--- config.mk ---
export PLATFORM = sky130hd
export DESIGN_NAME = scan_chain_master
export DESIGN_NICKNAME = d
export VERILOG_FILES = /design/src/rtl/scan_chain_master.sv
export SDC_FILE = /design/constraint.sdc
export NUM_CORES = 1
export LEC_CHECK = 0
export BUFFER_PORTS_ARGS = -buffer_cell sky130_fd_sc_hd__buf_2
export CORE_MARGIN = 2
export CORE_UTILIZATION = 40
export CTS_BUF_LIST = sky130_fd_sc_hd__clkbuf_8
export CTS_CLUSTER_SIZE = 12
export DETAILED_ROUTE_END_ITERATION = 7
export GPL_TIMING_DRIVEN = 1
export MAX_ROUTING_LAYER = met4
export SLEW_MARGIN = 20
export SYNTH_ARGS = -nofsm -noshare
export SYNTH_HDL_FRONTEND = slang
export SYNTH_SLANG_ARGS = --single-unit
export TNS_END_PERCENT = 5
--- constraint.sdc ---
create_clock -name clk -period 2.45 [get_ports clk]
set_input_delay 0.245 -clock clk [delete_from_list [all_inputs] [get_ports clk]]
set_output_delay 0.245 -clock clk [all_outputs]
set_load 0.01 [all_outputs]
--- src/rtl/scan_chain_master.sv ---
// scan_chain_master: shifts {data, address} out onto a TAP daisy chain
// (TCK/TMS/TDI), then issues one update pulse. Every TCK half-period waits
// for the returned RTCK to follow, with a timeout, and TDO is captured into
// a parallel result word.
//
// Handshake: start is a one-cycle request, accepted only while busy=0. done
// is a one-cycle pulse that marks a completed frame. It arrives in the same
// cycle that o_pins takes the new value.
module scan_chain_master #(
   parameter int ADDR_WIDTH = 8,
   parameter int DATA_WIDTH = 8,
   parameter int CLK_DIV    = 2,
   parameter int TIMEOUT    = 255
) (
   input  logic                  clk,
   input  logic                  reset,
   input  logic                  start,
   input  logic                  continuous,
   input  logic [ADDR_WIDTH-1:0] addr,
   input  logic [DATA_WIDTH-1:0] i_pins,
   input  logic                  rtck,
   input  logic                  tdo,
   output logic                  tck,
   output logic                  tms,
   output logic                  tdi,
   output logic [DATA_WIDTH-1:0] o_pins,
   output logic                  busy,
   output logic                  done,
   output logic                  timeout,
   output logic [2:0]            dbg_state
);

   localparam int FRAME_LEN = ADDR_WIDTH + DATA_WIDTH;
   localparam int IDX_W     = (FRAME_LEN > 1) ? $clog2(FRAME_LEN) : 1;
   localparam int PH_W      = $clog2(CLK_DIV + 1);
   localparam int WT_W      = $clog2(TIMEOUT + 1);

   typedef enum logic [2:0] {
      S_IDLE     = 3'd0,
      S_LOW      = 3'd1,
      S_HIGH     = 3'd2,
      S_UPD_LOW  = 3'd3,
      S_UPD_HIGH = 3'd4,
      S_ABORT    = 3'd5
   } state_t;

   state_t                 state_q, state_d;
   logic [FRAME_LEN-1:0]   shift_q, shift_d;
   logic [FRAME_LEN-1:0]   cap_q, cap_d;
   logic [IDX_W-1:0]       idx_q, idx_d;
   logic [PH_W-1:0]        phase_q, phase_d;
   logic [WT_W-1:0]        wait_q, wait_d;
   logic                   tck_q, tck_d;
   logic                   tms_q, tms_d;
   logic                   tdi_q, tdi_d;
   logic [DATA_WIDTH-1:0]  o_pins_q, o_pins_d;
   logic                   busy_q, busy_d;
   logic                   done_q, done_d;
   logic                   timeout_q, timeout_d;
   logic                   rtck_meta_q, rtck_meta_d, rtck_s_q, rtck_s_d;
   logic                   tdo_meta_q, tdo_meta_d, tdo_s_q, tdo_s_d;

   logic                   tck_lvl;
   logic                   paced;
   logic                   rtck_match;
   logic                   half_done;
   logic                   launch;

   // Next-state, counters and registered pin values
   always_comb begin
      state_d     = state_q;
      shift_d     = shift_q;
      cap_d       = cap_q;
      idx_d       = idx_q;
      phase_d     = phase_q;
      wait_d      = wait_q;
      o_pins_d    = o_pins_q;
      timeout_d   = timeout_q;
      done_d      = 1'b0;
      launch      = 1'b0;
      rtck_meta_d = rtck;
      rtck_s_d    = rtck_meta_q;
      tdo_meta_d  = tdo;
      tdo_s_d     = tdo_meta_q;

      tck_lvl    = (state_q == S_HIGH) || (state_q == S_UPD_HIGH);
      paced      = (state_q == S_LOW) || (state_q == S_HIGH) ||
                   (state_q == S_UPD_LOW) || (state_q == S_UPD_HIGH);
      rtck_match = (rtck_s_q == tck_lvl);
      // The phase counter only advances while RTCK agrees with TCK. So a
      // half-period is CLK_DIV cycles once the chain has caught up.
      half_done  = rtck_match && (phase_q >= PH_W'(CLK_DIV - 1));

      case (state_q)
         S_IDLE: begin
            if (start) launch = 1'b1;
         end
         S_LOW: begin
            if (half_done) state_d = S_HIGH;
         end
         S_HIGH: begin
            if (half_done) begin
               cap_d[idx_q] = tdo_s_q;
               if (idx_q == IDX_W'(FRAME_LEN - 1)) begin
                  state_d = S_UPD_LOW;
               end else begin
                  idx_d   = idx_q + 1'b1;
                  state_d = S_LOW;
               end
            end
         end
         S_UPD_LOW: begin
            if (half_done) state_d = S_UPD_HIGH;
         end
         S_UPD_HIGH: begin
            if (half_done) begin
               o_pins_d = cap_q[FRAME_LEN-1:ADDR_WIDTH];
               done_d   = 1'b1;
               if (continuous) launch = 1'b1;
               else            state_d = S_IDLE;
            end
         end
         S_ABORT: begin
            if (phase_q >= PH_W'(CLK_DIV - 1)) state_d = S_IDLE;
         end
         default: state_d = S_IDLE;
      endcase

      // A chain that never echoes TCK back aborts the frame.
      if (paced && !rtck_match) begin
         if (wait_q == WT_W'(TIMEOUT - 1)) begin
            state_d   = S_ABORT;
            timeout_d = 1'b1;
         end else begin
            wait_d = wait_q + 1'b1;
         end
      end

      if ((paced && rtck_match) || (state_q == S_ABORT)) begin
         if (phase_q != PH_W'(CLK_DIV)) phase_d = phase_q + 1'b1;
      end

      if (launch) begin
         shift_d   = {i_pins, addr};
         idx_d     = '0;
         timeout_d = 1'b0;
         state_d   = S_LOW;
      end

      if (state_d != state_q) begin
         phase_d = '0;
         wait_d  = '0;
      end

      // Pins are registered from the next state so they change at state entry
      busy_d = (state_d != S_IDLE);
      tck_d  = (state_d == S_HIGH) || (state_d == S_UPD_HIGH);
      tms_d  = (state_d == S_UPD_LOW) || (state_d == S_UPD_HIGH) ||
               (state_d == S_ABORT);
      tdi_d  = ((state_d == S_LOW) || (state_d == S_HIGH)) ? shift_d[idx_d] : 1'b0;
   end

   // State and datapath registers with synchronous reset
   always_ff @(posedge clk) begin
      if (reset) begin
         state_q     <= S_IDLE;
         shift_q     <= '0;
         cap_q       <= '0;
         idx_q       <= '0;
         phase_q     <= '0;
         wait_q      <= '0;
         tck_q       <= 1'b0;
         tms_q       <= 1'b0;
         tdi_q       <= 1'b0;
         o_pins_q    <= '0;
         busy_q      <= 1'b0;
         done_q      <= 1'b0;
         timeout_q   <= 1'b0;
         rtck_meta_q <= 1'b0;
         rtck_s_q    <= 1'b0;
         tdo_meta_q  <= 1'b0;
         tdo_s_q     <= 1'b0;
      end else begin
         state_q     <= state_d;
         shift_q     <= shift_d;
         cap_q       <= cap_d;
         idx_q       <= idx_d;
         phase_q     <= phase_d;
         wait_q      <= wait_d;
         tck_q       <= tck_d;
         tms_q       <= tms_d;
         tdi_q       <= tdi_d;
         o_pins_q    <= o_pins_d;
         busy_q      <= busy_d;
         done_q      <= done_d;
         timeout_q   <= timeout_d;
         rtck_meta_q <= rtck_meta_d;
         rtck_s_q    <= rtck_s_d;
         tdo_meta_q  <= tdo_meta_d;
         tdo_s_q     <= tdo_s_d;
      end
   end

   assign tck       = tck_q;
   assign tms       = tms_q;
   assign tdi       = tdi_q;
   assign o_pins    = o_pins_q;
   assign busy      = busy_q;
   assign done      = done_q;
   assign timeout   = timeout_q;
   assign dbg_state = state_q;

endmodule

==> impl_metrics.yaml <==
run_status:
  status: "completed"
synth:
  synth_area_um2: 2798
  ys_ff_latch: 59
  synth_edf_count: 0
  synth_area_per_cell_um2: 8.582
  synth_compound_area_frac: 0.1409
  synth_common_cells: "dfxtp_1, nand2_1, nor2_1"
  ys_types: 52
  synth_top_family_by_area: "simple AND/OR/NAND/NOR gates"
  synth-xor-area-share: 0.03444
  synth_nets: 356
  synth_top_area_share: 0.4222
  ys_seq_area_frac: 0.4222
  yosys-mux-area-fraction: 0.06798
  synth_area_leaders: "dfxtp_1, nand2_1, mux2i_1"
  netlist_instances: 326
  synth_top_flop_cell: "dfxtp_1"
  synth-simple-area-share: 0.2545
  synthAdderAreaFrac: 0.03578
  yosys.area.top_type: "dfxtp_1"
  synth_warnings: 0
  ys_async_sr_fraction: 0
  synth_most_common_cell: "dfxtp_1"
detailed_routing:
  wl_per_cell_um: 12.36
  viasPerCell: 4.988
  drt_iter0_markers: 101
  ant_nets: 0
  dr.pass1.iters: 4
  wl_um: 5945
  drc: 0
  vias: 2399
power_and_ir_drop:
  peakVddDrop_mv: 0.3948
  p_leak_nw: 1.376
  p_per_area_nw_per_um2: 655.6
sta:
  min_period_over_period: 0.9429
  hold_viol: 0
  slew_headroom: 0.5958
  setup_viol: 0
  fin_skew_ps: 10.15
  drv_slew: 0
  layout_min_cycle_time_ps: 2310
  fmax_mhz: 432.9
  fin_setup_tns_ps: 0
  worst_hold_slack_ps: 124.1
  worst_pin_slew_ps: 603.5
clocking:
  clock_latency_ps: 330
  cts_sinks: 59
  ctsHoldBuffers: 0
  clockRootBuffer: "clkbuf_8"
  htree_levels: 3
  clk_path_buf_depth: 2
  clk_pin_slew_ps: 70
  cts_inserted_buffers: 9
  tritoncts: "yes"
global_routing:
  antenna_found_initial: 0
  grt_pass1_vias: 2255
  grt_max_degree: 29
  grt_first_pass_wirelength_um: 10170
  grt_overflow: 0
  track_usage: 0.1739
floorplan:
  die_y_um: 87.63
  die-area_um2: 7679
  io_pins: 39
  start_util: 0.4118
  fp.dieW_um: 87.63
  row_count: 30
  core_um2: 6794
hold_path:
  hold_class: "in -> reg"
place:
  place_congestion: 0.7858
  post_dp_cell_area_um2: 3157
  port_buffers: 38
  post-dp-hpwl_um: 4207
setup_path:
  arrival_ps: 2520
  cp.required_ps: 2660
  r2r_slack_ps: 140
  crit_type: "reg -> reg"
  critPathMaxFanout: 8
  end_kind: "flip-flop"
  cp-start-kind: "flip-flop"
finish:
  antenna_cells: 0
  fin_nets: 410
  area_growth_pct: 22.50
  final_layout_size_suffix_gt1_frac: 0.2468
  fill_cells: 659
  fin_area_um2: 3427
job:
  drv_cap: 0
-- cells in the final DEF (no fill, tap or decap), drive strengths merged, types with 7 or more instances in the layout --
master	netlist	layout
inv	8	9
ha	8	8
nor2b	8	8
nand3	13	13
buf	8	59
clkbuf	9	11
a21oi	31	31
mux2i	19	19
nor2	39	40
dfxtp	59	59
xor2	7	7
nand2	54	54
-- per-stage QoR --
stage	setup WS (ps)	total power, mW	std cells	utilization
floorplan	211.4	1.195	326	-
global placement	120.1	1.255	462	0.4646
detailed placement	1.995	1.258	462	0.4646
CTS	41.94	2.269	478	0.4989
global route	-12.53	2.348	481	0.5044
finish	139.8	2.247	481	0.5044
-- area by class of cell --
type                            instances  area [um2]  share of cell area
Tap cell                               96       120.1             0.03505
Timing Repair Buffer                   59       347.8              0.1015
Inverter                                8       30.03            0.008762
Clock buffer                           11       151.4             0.04418
Clock inverter                          5       76.32             0.02227
Multi-Input combinational cell        243        1516              0.4425
Sequential cell                        59        1185              0.3457
-- cells by family after synthesis --
group | after synthesis
adder cells (fa/ha/maj) | 8
XOR/XNOR | 11
multiplexers | 19
AO/OA/AOI/OAI | 58
flip-flops | 59
AND/OR/NAND/NOR | 146
buffers and inverters | 25
-- power by group --
| group | switching, mW | total, mW | internal [mW] |
|---|---|---|---|
| Combinational | 0.129 | 0.229 | 0.100 |
| Sequential | 0.0248 | 1.02 | 0.990 |
| Clock | 0.380 | 1.00 | 0.623 |
| Total | 0.534 | 2.25 | 1.71 |
-- flip-flops by register name, summed over array words and instances (netlist names) --
name,cells
rtck_meta_q,1
phase_q,2
tdo_meta_q,1
cap_q,8
tdi,1
shift_q,16
idx_q,4
tck,1
dbg_state,3
done,1
timeout,1
wait_q,8
rtck_s_q,1
tms,1
o_pins,8
tdo_s_q,1
busy,1
-- worst max-delay path, stage by stage, from the launching register on --
cell and delay (ps):
dfxtp_2 340, inv_1 80, ha_4 200, or3b_4 410, nor4_4 230, buf_4 190
nor2_4 70, mux2i_1 220, a21oi_1 110, a221oi_2 280, a211oi_2 70
-- routing by layer --
metal | vias up | part of all wire | wire length [um] | global-route usage
li1 | 1242 | - | - | -
met1 | 1098 | 0.49 | 2891 | 0.2153
met2 | 49 | 0.45 | 2679 | 0.2672
met3 | 10 | 0.039 | 229 | 0.03864
met4 | 0 | 0.024 | 145 | 0.08531
met5 | - | 0 | 0 | -
-- worst paths after layout --
kind                                start                      to  cells after the start
setup / recovery  phase_q[0]$_SDFFE_PP0P_          tdi$_SDFF_PP0_                     10
hold / removal                       rtck  rtck_meta_q$_SDFF_PP0_                      2
setup reg to reg  phase_q[0]$_SDFFE_PP0P_          tdi$_SDFF_PP0_                     10
hold reg to reg    rtck_meta_q$_SDFF_PP0_     rtck_s_q$_SDFF_PP0_                      1
-- what timing repair did --
item	in CTS	in global routing
endpoints found under the setup margin	2	6
resized for setup	1	5
buffers inserted	0	2
gates cloned	0	1
pin swaps	1	3
(Power assumes the default switching activity.)
